<file path="config.mk">
export PLATFORM = sky130hd
export DESIGN_NAME = sbox_rand_supply_flat
export DESIGN_NICKNAME = d
export VERILOG_FILES = /design/src/rtl/sbox_rand_supply_if.sv /design/src/rtl/sbox_rand_supply.sv /design/src/flat_wrapper.sv
export SDC_FILE = /design/constraint.sdc
export NUM_CORES = 1
export LEC_CHECK = 0
export ABC_AREA = 1
export CELL_PAD_IN_SITES_DETAIL_PLACEMENT = 2
export CELL_PAD_IN_SITES_GLOBAL_PLACEMENT = 2
export CORE_MARGIN = 10
export CORE_UTILIZATION = 35
export CTS_CLUSTER_SIZE = 20
export DETAILED_ROUTE_END_ITERATION = 7
export GPL_TIMING_DRIVEN = 0
export PLACE_DENSITY = 0.95
export SLEW_MARGIN = 25
export SYNTH_ARGS = -nofsm -noshare
export SYNTH_HDL_FRONTEND = slang
export SYNTH_SLANG_ARGS = --single-unit
</file>
<file path="constraint.sdc">
create_clock -name clk -period 8 [get_ports clk]
set_input_delay 1.2 -clock clk [delete_from_list [all_inputs] [get_ports clk]]
set_output_delay 1.2 -clock clk [all_outputs]
set_load 0.03 [all_outputs]
</file>
<file path="src/rtl/sbox_rand_supply_if.sv">
// Seed/refresh bus between the cipher control, sbox_rand_supply and the masked S-box layer.
// The supply block takes the slave side; the controller/consumer takes the master side.
interface sbox_rand_supply_if #(
    parameter int RW = 72
);
    logic          seed_valid;
    logic [7:0]    seed_data;
    logic          seed_ready;
    logic          r_req;
    logic [RW-1:0] r;
    logic          r_valid;

    modport master (
        output seed_valid,
        output seed_data,
        output r_req,
        input  seed_ready,
        input  r,
        input  r_valid
    );

    modport slave (
        input  seed_valid,
        input  seed_data,
        input  r_req,
        output seed_ready,
        output r,
        output r_valid
    );
endinterface

</file>
<file path="src/rtl/sbox_rand_supply.sv">
// Fresh-randomness source for the three-share masked Midori S-box pair: byte-seeded 72-bit
// Fibonacci LFSR, warmed up, then advanced one word per consumed refresh. Optional HEALTH_CHECK_EN.
module sbox_rand_supply #(
    parameter int RW           = 72,
    parameter int STEPS        = 72,
    parameter int WARMUP_WORDS = 16
) (
    input  logic                clk,
    input  logic                rst,
    sbox_rand_supply_if.slave   bus
`ifdef HEALTH_CHECK_EN
    ,
    output logic                alarm
`endif
);

    typedef enum logic [1:0] {
        ST_LOAD   = 2'd0,
        ST_WARMUP = 2'd1,
        ST_RUN    = 2'd2
    } fsm_e;

    localparam logic [3:0] LAST_BYTE = 4'd8;
    localparam logic [7:0] WARM_LAST = (WARMUP_WORDS == 0) ? 8'd0 : 8'(WARMUP_WORDS - 1);
    localparam logic [RW-1:0] ONE_WORD = {{(RW-1){1'b0}}, 1'b1};

    generate
        if (RW != 72) begin : g_bad_rw
            $error("sbox_rand_supply: RW must be 72");
        end
        if (STEPS < 1 || STEPS > 72) begin : g_bad_steps
            $error("sbox_rand_supply: STEPS must be 1..72");
        end
        if (WARMUP_WORDS < 0 || WARMUP_WORDS > 255) begin : g_bad_warm
            $error("sbox_rand_supply: WARMUP_WORDS must be 0..255");
        end
    endgenerate

    fsm_e          fsm_q, fsm_d;
    logic [RW-1:0] state_q, state_d;
    logic [3:0]    byte_cnt_q, byte_cnt_d;
    logic [7:0]    warm_cnt_q, warm_cnt_d;

    logic [RW-1:0] step_chain [0:STEPS];
    logic [RW-1:0] word_adv;
    logic [RW-1:0] seed_shift;
    logic          frozen;

    // Unrolled chain of single steps; taps 71/65/24/18 give the maximal-length polynomial.
    assign step_chain[0] = state_q;
    generate
        for (genvar gi = 0; gi < STEPS; gi++) begin : g_step
            assign step_chain[gi+1] = {step_chain[gi][RW-2:0],
                                       step_chain[gi][71] ^ step_chain[gi][65] ^
                                       step_chain[gi][24] ^ step_chain[gi][18]};
        end
    endgenerate

    assign word_adv   = step_chain[STEPS];
    assign seed_shift = {state_q[RW-9:0], bus.seed_data};

`ifdef HEALTH_CHECK_EN
    logic alarm_q, alarm_d;
    assign frozen = alarm_q;
    assign alarm  = alarm_q;
`else
    assign frozen = 1'b0;
`endif

    assign bus.r          = state_q;
    assign bus.r_valid    = (fsm_q == ST_RUN) && !frozen;
    assign bus.seed_ready = (fsm_q != ST_WARMUP) && !frozen;

    always_comb begin
        fsm_d      = fsm_q;
        state_d    = state_q;
        byte_cnt_d = byte_cnt_q;
        warm_cnt_d = warm_cnt_q;
`ifdef HEALTH_CHECK_EN
        alarm_d    = alarm_q;
`endif
        if (!frozen) begin
            case (fsm_q)
                ST_LOAD: begin
                    if (bus.seed_valid) begin
                        if (byte_cnt_q == LAST_BYTE) begin
                            // An all-zero seed would lock the LFSR at zero forever.
                            state_d    = (seed_shift == '0) ? ONE_WORD : seed_shift;
                            byte_cnt_d = 4'd0;
                            fsm_d      = (WARMUP_WORDS == 0) ? ST_RUN : ST_WARMUP;
                        end else begin
                            state_d    = seed_shift;
                            byte_cnt_d = byte_cnt_q + 4'd1;
                        end
                    end
                end
                ST_WARMUP: begin
                    state_d = word_adv;
                    if (warm_cnt_q == WARM_LAST) begin
                        warm_cnt_d = 8'd0;
                        fsm_d      = ST_RUN;
                    end else begin
                        warm_cnt_d = warm_cnt_q + 8'd1;
                    end
                end
                ST_RUN: begin
                    // A reseed byte takes priority and becomes byte 1 of a fresh load.
                    if (bus.seed_valid) begin
                        state_d    = seed_shift;
                        byte_cnt_d = 4'd1;
                        fsm_d      = ST_LOAD;
                    end else if (bus.r_req) begin
`ifdef HEALTH_CHECK_EN
                        if (word_adv == state_q) begin
                            alarm_d = 1'b1;
                        end else begin
                            state_d = word_adv;
                        end
`else
                        state_d = word_adv;
`endif
                    end
                end
                default: begin
                    fsm_d = ST_LOAD;
                end
            endcase
        end
    end

    always_ff @(posedge clk or posedge rst) begin
        if (rst) begin
            fsm_q      <= ST_LOAD;
            state_q    <= '0;
            byte_cnt_q <= 4'd0;
            warm_cnt_q <= 8'd0;
`ifdef HEALTH_CHECK_EN
            alarm_q    <= 1'b0;
`endif
        end else begin
            fsm_q      <= fsm_d;
            state_q    <= state_d;
            byte_cnt_q <= byte_cnt_d;
            warm_cnt_q <= warm_cnt_d;
`ifdef HEALTH_CHECK_EN
            alarm_q    <= alarm_d;
`endif
        end
    end

endmodule
</file>
<file path="src/flat_wrapper.sv">
// flat-port wrapper written by rule: the top's interface ports become plain ports
module sbox_rand_supply_flat 
#(
    parameter int RW           = 72,
    parameter int STEPS        = 72,
    parameter int WARMUP_WORDS = 16
)
  (clk, rst, bus_seed_valid, bus_seed_data, bus_r_req, bus_seed_ready, bus_r, bus_r_valid);
  sbox_rand_supply_if #(.RW(RW)) bus_i ();
  input  logic clk;
  input  logic rst;
  input wire logic [$bits(bus_i.seed_valid)-1:0] bus_seed_valid;
  input wire logic [$bits(bus_i.seed_data)-1:0] bus_seed_data;
  input wire logic [$bits(bus_i.r_req)-1:0] bus_r_req;
  output wire logic [$bits(bus_i.seed_ready)-1:0] bus_seed_ready;
  output wire logic [$bits(bus_i.r)-1:0] bus_r;
  output wire logic [$bits(bus_i.r_valid)-1:0] bus_r_valid;
  assign bus_i.seed_valid = bus_seed_valid;
  assign bus_i.seed_data = bus_seed_data;
  assign bus_i.r_req = bus_r_req;
  assign bus_seed_ready = bus_i.seed_ready;
  assign bus_r = bus_i.r;
  assign bus_r_valid = bus_i.r_valid;
  sbox_rand_supply #(.RW(RW), .STEPS(STEPS), .WARMUP_WORDS(WARMUP_WORDS)) u_core (.clk(clk), .rst(rst), .bus(bus_i));
endmodule
</file>
Yosys cells after proc, flatten, opt, wreduce, memory -nomap -nowiden
Cells that the tools add are included.
{ "word_totals": {"ff_bits": 86, "latchBits": 0, "ram_bits": 0, "mem_bits_ro": 0, "inputBits": 12, "out_inout_bits": 74, "elab_cells": 255, "memories": 0} }
{ "op_classes": {"add_sub_neg": 2, "multipliers": 0, "div": 0, "n_lt_le_gt_ge": 0, "n_eq_ne": 10, "shifts": 0, "muxes": 16, "n_bitwise": 216, "reduce_logical": 7} }
{ "ops": {"columns": ["cell", "n"], "rows": [
  ["two-way mux 72 bit", 5],
  ["one-hot mux 72 bit (3 select lines)", 1],
  ["XOR 1 bit", 216],
  ["logical NOT 72 bit", 1],
  ["two-way mux 4 bit", 3],
  ["adder 8 x 1 -> 8 bit, second input constant", 1],
  ["equality test 8 x 4 -> 1 bit, second input constant", 1],
  ["two-way mux 2 bit", 4],
  ["two-way mux 8 bit", 1],
  ["one-hot mux 4 bit (2 select lines)", 1],
  ["inequality test 2 x 1 -> 1 bit, second input constant", 3],
  ["one-hot mux 2 bit (3 select lines)", 1],
  ["AND reduction 3 bit", 2],
  ["adder 4 x 1 -> 4 bit, second input constant", 1],
  ["equality test 4 bit, second input constant", 1],
  ["inequality test 2 bit, second input constant", 2],
  ["AND reduction 4 bit", 1],
  ["inequality test 3 bit, second input constant", 1],
  ["nonzero test 3 bit", 1],
  ["equality test 2 x 1 -> 1 bit, second input constant", 1],
  ["equality test 2 bit, second input constant", 1],
  ["logical NOT 2 bit", 1],
  ["nonzero test 2 bit", 1]
]} }

Longest topological paths before layout
Gate-level depths: netlist (run 1).
{ "depth": {"word_depth": 11, "ltp_mapped": 19, "ltp_nobuf": 19} }

Least setup slack after synthesis (run 1)
OpenSTA, ideal clock, no wires.
{ "synth_path": {"kind": "input port to flip-flop", "start": "input port bus_seed_valid", "end": "register u_core.state_q[60], in the netlist u_core.bus.r[60]", "setup_time_ns": 0.139, "t_arrival_ns": 2.300, "required_time_ns": 7.861, "path_slack_ns": 5.562, "path_stages": 9, "path_buffers": 2, "cell_sequence": "inv_1 -> nand2_1 -> nor2_1 -> nor3_2 -> inv_2 -> buf_2 -> clkbuf_1 -> a21oi_1 -> a22oi_1"} }
{ "synth_via": {"elab_chain_len": 2, "elab_cells_between_ends": 5, "cone_classes": "eq/ne (2); mux (2); reduce/logical (1)"} }
{ "synth_lines": {"columns": ["item", "line", "text"], "rows": [
  ["from (decl)", "flat_wrapper.sv:12", "input wire logic [$bits(bus_i.seed_valid)-1:0] bus_seed_valid;"],
  ["inequality test 3 bit (no source line) (tied with other cells)", null, null],
  ["AND reduction 3 bit (no source line) / one-hot mux 72 bit (3 select lines) (equally long branches)", null, null],
  ["to (signal assigned)", "sbox_rand_supply.sv:142", "state_q <= state_d;"],
  ["to (decl)", "sbox_rand_supply.sv:40", "logic [RW-1:0] state_q, state_d;"]
]} }
Parallel ways exist; a longest one is shown, timed or not.
A chain may end at the register's enable or synchronous reset.

Worst setup path after layout (run 1)
{ "layout_path": {"start": "input port bus_seed_valid", "end": "register u_core.state_q[64], in the netlist u_core.bus.r[64]"} }
Same word-level chain as after synthesis.

==> metrics.md, run 1 <==
| Metric | Value |
|---|---|
| Run status | `complete, no violations` |
| Detailed Route WL | `approximately 46000 µm` |
| Yosys warnings | `0` |
| Total standard cell area after synthesis | `a little over 8000 µm²` |
| Mean post-synth cell area | `between 6 and 7 µm²` |
| Post-CTS setup buffer count | `0` |
| Maximum clock frequency | `0.2778 GHz` |
| Count of mapped cells out of synthesis | `~1200` |
| Clock insertion delay at the later pin of the skew report | `~0.37 ns` |
| Pins over their slew limit | `0` |
| Count of input and output buffers | `85` |
| Die height | `between 150 and 200 µm` |
| Number of nets in the finished design | `about 1400` |
| Number of detailed-routing iterations run before antenna repair | `5` |
| Share of the clock period used by the worst path | `45.00%` |
| Least-Margin Pin Slew | `between 1 and 1.5 ns` |
| Total routing resource utilization after global routing | `between 30% and 40%` |
| Dpl hpwl | `about 37000 µm` |
| Largest stage delay on the critical path | `between 0.5 and 0.6 ns` |
| Total congestion overflow after global routing | `0` |
| Number of clock buffers inserted by TritonCTS | `9` |
| Number of violations of the max-capacitance limit | `0` |
| RSZ-0062 raised after global routing | `no` |
| Library cell used as clock root buffer | `sky130_fd_sc_hd__clkbuf_16` |
| Floorplan row count | `55` |
| Type of destination of the critical path | `flop` |
| Number of buffers inserted for hold repair after clock tree synthesis | `0` |
| Critical Path Slowest Stage Cell | `sky130_fd_sc_hd__nor3_2` |
| Min Clock Period, post-route | `~3.6 ns` |
| Series of cell instances along the critical path | `clkdlybuf4s50_1 -> inv_1 -> nand2_1 -> nor2_1 -> nor3_2 -> inv_2 -> buf_2 -> clkbuf_1 -> a21oi_1 -> a22oi_1` |
| Met3 usage in global routing | `between 6 and 7%` |
| Final setup violation count | `0` |
| CP bufs+invs | `5` |
| Antenna diodes | `0` |
| Kind of launch point of the worst setup path | `primary input` |
| Fraction of synthesized cell area taken by the top area cell type | `between 20% and 30%` |
| Post-Synthesis Net Count | `between 1000 and 1500` |
| Area growth, synth to finish | `19.61%` |
| Remaining design rule violation count | `0` |
| Final-layout fill cell count | `~2800` |
| Maximum number of pins on one net before global-route repair | `59` |
| Max transition margin | `roughly 29%` |
| Maximum level of the CTS H-tree | `3` |
| Top library cells by usage in the layout, fill and taps aside | `sky130_fd_sc_hd__nand2_1, sky130_fd_sc_hd__inv_1, sky130_fd_sc_hd__nand3_1` |
| Setup total negative slack | `0 ns` |
| Initial Utilization | `35.77%` |
| Vias per std cell | `between 5 and 6` |
| Starting DRT DRC Count | `slightly below 900` |
| Layout cells sized above 1 | `about a tenth` |
| Core outline area | `about 23000 µm²` |
| Final antenna-violating net count | `0` |
| CP Max Fanout | `10` |
| Commonest non-fill, non-tap cell in the layout | `sky130_fd_sc_hd__nand2_1` |
| Fraction of the yosys area taken by sequential cells | `a little over a quarter` |
| Deepest clock path buffer count | `2` |
| Final Skew | `just under 0.006 ns` |
| Final Hold Viols | `0` |
| CTS tree | `yes` |
| Clock slew at the register clock pins of the worst setup and hold paths | `approximately 0.070 ns` |
| Met2 track demand over resource in global routing | `between 40% and 50%` |
| Clk sinks | `86` |
| Worst reg2reg path depth | `9` |
| Grt met1 use | `approximately 36%` |
| Crit path required time | `just over 8 ns` |
| Number of primary I/O pins | `86` |
| Die Area | `between 20000 and 30000 µm²` |
| Total vias in the final route | `between 9000 and 10000` |
| Global-route wire length before repair | `between 60000 and 70000 µm` |
| WP data arrival | `3.80 ns` |
| Netlist cell types | `45` |
| Cell type contributing the most total cell area after synthesis | `sky130_fd_sc_hd__dfrtp_1` |
| Via count of the first global-routing pass | `around 11000` |
| Cell count along the critical path | `10` |
| Start-to-end type of the worst setup path | `in -> reg` |
| Die width | `between 150 and 200 µm` |
| Initial antenna violation count | `2` |
| Path type of the worst min-delay path | `reg -> reg` |
| Resized Gates After CTS | `0` |
| DR WL/cell | `roughly 28 µm` |
| Weighted congestion reported at the end of routability-driven placement | `between 1 and 1.5` |
| Main area contributors after synthesis | `sky130_fd_sc_hd__dfrtp_1, sky130_fd_sc_hd__nand2_1, sky130_fd_sc_hd__inv_1` |
| Worst Hold Depth | `2` |
| Worst path top cell family by delay | `buffers and inverters` |
| Seq cells post-synth | `86` |
| Routing layer with the top usage in global route | `met2` |
## flip-flops by register name, summed over array words and instances, names as in the netlist
| signal | cells |
|---|---|
| u_core.warm_cnt_q | 8 |
| u_core.bus.r | 72 |
| u_core.fsm_q | 2 |
| u_core.byte_cnt_q | 4 |
## logic make-up (layout without fill, tap and decap cells)
logic type	after synthesis	count (layout)	share of synthesized area (%)
adder cells (fa/ha/maj)	6	6	0.9214
AO/OA/AOI/OAI	224	224	16.32
buffers and inverters	223	325	12.58
AND/OR/NAND/NOR	600	600	32.74
XOR/XNOR	100	100	11.03
flip-flops	86	86	26.41
## per-stage QoR
step / std cells / hold slack (ns) / utilization (%) / worst slack, ns / area [µm²]
floorplan: 1239 / 0.4683 / - / 4.578 / 8148
global placement: 1637 / 0.4846 / 41.22 / 2.735 / 9390
detailed placement: 1638 / 0.5017 / 41.37 / 4.116 / 9423
CTS: 1654 / 0.5206 / 42.78 / 4.478 / 9746
global route: 1654 / 0.5439 / 42.78 / 4.336 / 9746
finish: 1654 / 0.5153 / 42.78 / 4.400 / 9746
## cells in the mapped netlist (all sizes together)
cell	instances
ha	6
o211ai	30
o21ai	83
a221oi	2
nand2	424
and3	1
nor3	6
xnor2	40
a31oi	2
a22oi	9
a21oi	60
o22ai	19
nand3	102
xor2	60
buf	28
and2	1
a211oi	1
clkbuf	38
nor2	36
nor4	14
inv	154
dfrtp	86
nand4	9
o221ai	18
nand3b	6
clkinv	1
dlygate4sd1	2
nor3b	1
## layer usage
| layer | vias up | wire length, µm |
|---|---|---|
| met4 | 4 | 3032 |
| met1 | 4853 | 17940 |
| met2 | 539 | 21040 |
| met3 | 164 | 4110 |
| li1 | 4215 | - |
| met5 | - | 23 |
## path summary, 6_finish.rpt
| check | endpoint | slack, ns | start |
|---|---|---|---|
| max in group asynchronous | u_core.bus.r[11] | 6.17 | rst |
| max | u_core.bus.r[64] | 4.40 | bus_seed_valid |
| min in group asynchronous | u_core.warm_cnt_q[4] | 1.18 | rst |
| min | u_core.warm_cnt_q[1] | 0.52 | u_core.warm_cnt_q[1] |
| min reg2reg | u_core.warm_cnt_q[1] | 0.52 | u_core.warm_cnt_q[1] |
| max reg2reg | u_core.bus.r[2] | 4.97 | u_core.fsm_q[0] |
## worst reg2reg max path, cell delays in order (launching register included)
cell and delay [ns]:
sky130_fd_sc_hd__dfrtp_1 0.39, sky130_fd_sc_hd__inv_1 0.11, sky130_fd_sc_hd__ha_1 0.24, sky130_fd_sc_hd__clkbuf_1 0.20, sky130_fd_sc_hd__inv_1 0.21, sky130_fd_sc_hd__buf_1 0.55, sky130_fd_sc_hd__dlygate4sd1_1 0.74, sky130_fd_sc_hd__a21oi_1 0.24
sky130_fd_sc_hd__nand2_1 0.18, sky130_fd_sc_hd__nand2_1 0.06
## final cells by class
type                    count  area, µm²  area share (%)
plain buffers              68      442.9           4.545
clock buffers               9      225.2           2.311
clock inverters             7      97.59           1.001
inverters                 155      586.8           6.021
multi-input cells         930       4971           51.01
flip-flops and latches     86       2152           22.08
well taps                 313      391.6           4.018
repair buffers             86      878.3           9.013
Power of run 1 is not shown: default switching activity piles up to over one toggle a cycle in this logic, so the estimate is an artifact.
==> run 2, diff against run 1 <==
- CORE_UTILIZATION: 35 -> 32
- PLACE_DENSITY: 0.95 -> 0.92
- clock period: 8 -> 3.5 ns (I/O delays scaled with it)
==> metrics.md, run 2 (same netlist as run 1, synthesis figures left out) <==
| Metric | Value |
|---|---|
| Final setup violation count | `0` |
| Worst-case hold slack | `approximately 0.49 ns` |
| Total vias in the final route | `roughly 9700` |
| CP Max Fanout | `10` |
| Die width | `~180 µm` |
| Total routing resource utilization after global routing | `26.94%` |
| Type of destination of the critical path | `flop` |
| Die Area | `roughly 32000 µm²` |
| Final Hold Viols | `0` |
| Starting DRT DRC Count | `899` |
| DR WL/cell | `27.04 µm` |
| Deepest clock path buffer count | `2` |
| Pins over their slew limit | `0` |
| Run status | `complete, no violations` |
| Maximum clock frequency | `between 0.3 and 0.4 GHz` |
| Commonest non-fill, non-tap cell in the layout | `sky130_fd_sc_hd__nand2_1` |
| RSZ-0062 raised after global routing | `no` |
| Kind of launch point of the worst setup path | `flop` |
| Number of primary I/O pins | `86` |
| Floorplan row count | `58` |
| Initial antenna violation count | `0` |
| Final antenna-violating net count | `0` |
| Least-Margin Pin Slew | `0.9935 ns` |
| Number of nets in the finished design | `around 1400` |
| Count of input and output buffers | `85` |
| Clock insertion delay at the later pin of the skew report | `between 0.3 and 0.4 ns` |
| WP data arrival | `3.23 ns` |
| Number of flip-flops in the largest register | `72` |
| Core outline area | `between 20000 and 30000 µm²` |
| Number of buffers inserted for hold repair after clock tree synthesis | `0` |
| Dpl hpwl | `between 30000 and 40000 µm` |
| Antenna diodes | `0` |
| Maximum level of the CTS H-tree | `3` |
| Path type of the worst min-delay path | `in -> async` |
| Min Clock Period, post-route | `slightly below 3 ns` |
| Start-to-end type of the worst setup path | `reg -> reg` |
| Clock slew at the register clock pins of the worst setup and hold paths | `0.08 ns` |
| Global-route wire length before repair | `around 67000 µm` |
| Total congestion overflow after global routing | `0` |
| Library cell used as clock root buffer | `sky130_fd_sc_hd__clkbuf_16` |
| Layout cells sized above 1 | `approximately a tenth` |
| Detailed Route WL | `about 45000 µm` |
| Final-layout fill cell count | `3095` |
| Top library cells by usage in the layout, fill and taps aside | `sky130_fd_sc_hd__nand2_1, sky130_fd_sc_hd__inv_1, sky130_fd_sc_hd__nand3_1` |
| Die height | `roughly 180 µm` |
| Crit path required time | `approximately 3.8 ns` |
| Max transition margin | `between 30% and 40%` |
| Post-CTS setup buffer count | `0` |
| Maximum number of pins on one net before global-route repair | `between 60 and 70` |
| Number of violations of the max-capacitance limit | `0` |
| Initial Utilization | `32.45%` |
| Weighted congestion reported at the end of routability-driven placement | `1.002` |
| Vias per std cell | `between 5 and 6` |
| CTS tree | `yes` |
| Clk sinks | `86` |
| Number of clock buffers inserted by TritonCTS | `9` |
| Final Skew | `between 0.01 and 0.015 ns` |
| Share of the clock period used by the worst path | `between 80% and 90%` |
| Area growth, synth to finish | `19.87%` |
| Remaining design rule violation count | `0` |
| Via count of the first global-routing pass | `around 11000` |
| Resized Gates After CTS | `0` |
| Number of detailed-routing iterations run before antenna repair | `5` |
-- run 2: changes by cell type in the layout (fill, tap and decap cells not counted), sizes merged --
cell      previous run  this run
clkinvlp             2         1
clkbuf              47        48
clkinv               3         2
inv                155       156
-- run 2: area by class of cell --
type / count / area, µm² / area share, %
multi-input cells: 930 / 4971 / 50.90
plain buffers: 68 / 442.9 / 4.535
repair buffers: 86 / 878.3 / 8.993
flip-flops and latches: 86 / 2152 / 22.03
clock inverters: 6 / 93.84 / 0.9608
inverters: 155 / 586.8 / 6.008
clock buffers: 10 / 229.0 / 2.344
well taps: 330 / 412.9 / 4.228
-- run 2: routing by layer --
metal / global-route usage [%] / wire length, µm
met1: 32.50 / 17980
met2: 44.11 / 20600
met4: 15.08 / 2954
met5: 0 / 0
met3: 5.201 / 3643
-- run 2: through the flow --
stage / setup WS, ns / TNS [ns] / cell area [µm²] / util (%) / instances
detailed placement: 0.4344 / 0 / 9444 / 37.61 / 1655
global route: 0.3860 / 0 / 9767 / 38.90 / 1671
floorplan: 0.7532 / 0 / 8148 / - / 1239
finish: 0.5231 / 0 / 9767 / 38.90 / 1671
global placement: -1.138 / -96.85 / 9412 / 37.48 / 1654
CTS: 0.6314 / 0 / 9767 / 38.90 / 1671
-- run 2: path summary, 6_finish.rpt --
path                                      start                   end  slack (ns)  cells after the start
max in group asynchronous                   rst      u_core.bus.r[45]        2.36                      3
min                                         rst      u_core.bus.r[19]        0.49                      2
max                             u_core.fsm_q[1]       u_core.bus.r[2]        0.52                      9
min in group clk           u_core.warm_cnt_q[1]  u_core.warm_cnt_q[1]        0.52                      2
min reg2reg                u_core.warm_cnt_q[1]  u_core.warm_cnt_q[1]        0.52                      2
max reg2reg                     u_core.fsm_q[1]       u_core.bus.r[2]        0.52                      9
-- run 2: worst max-delay path: stages (launching register included) --
cell and delay (ns):
sky130_fd_sc_hd__dfrtp_1 0.39, sky130_fd_sc_hd__inv_1 0.08, sky130_fd_sc_hd__ha_1 0.28, sky130_fd_sc_hd__clkbuf_1 0.21, sky130_fd_sc_hd__inv_1 0.23, sky130_fd_sc_hd__buf_1 0.50
sky130_fd_sc_hd__dlygate4sd1_1 0.68, sky130_fd_sc_hd__a21oi_1 0.23, sky130_fd_sc_hd__nand2_1 0.17, sky130_fd_sc_hd__nand2_1 0.07
Power of run 2 is left out for the same reason.
==> run 3, diff against run 2 <==
--- a/constraint.sdc
+++ b/constraint.sdc
@@ -3,2 +3,2 @@
 set_output_delay 0.525 -clock clk [all_outputs]
-set_load 0.03 [all_outputs]
+set_load 0.02 [all_outputs]
==> results of run 3 <==
Final layout, timing and power as in run 2 (identical DEF).
Power of run 3 is left out for the same reason.
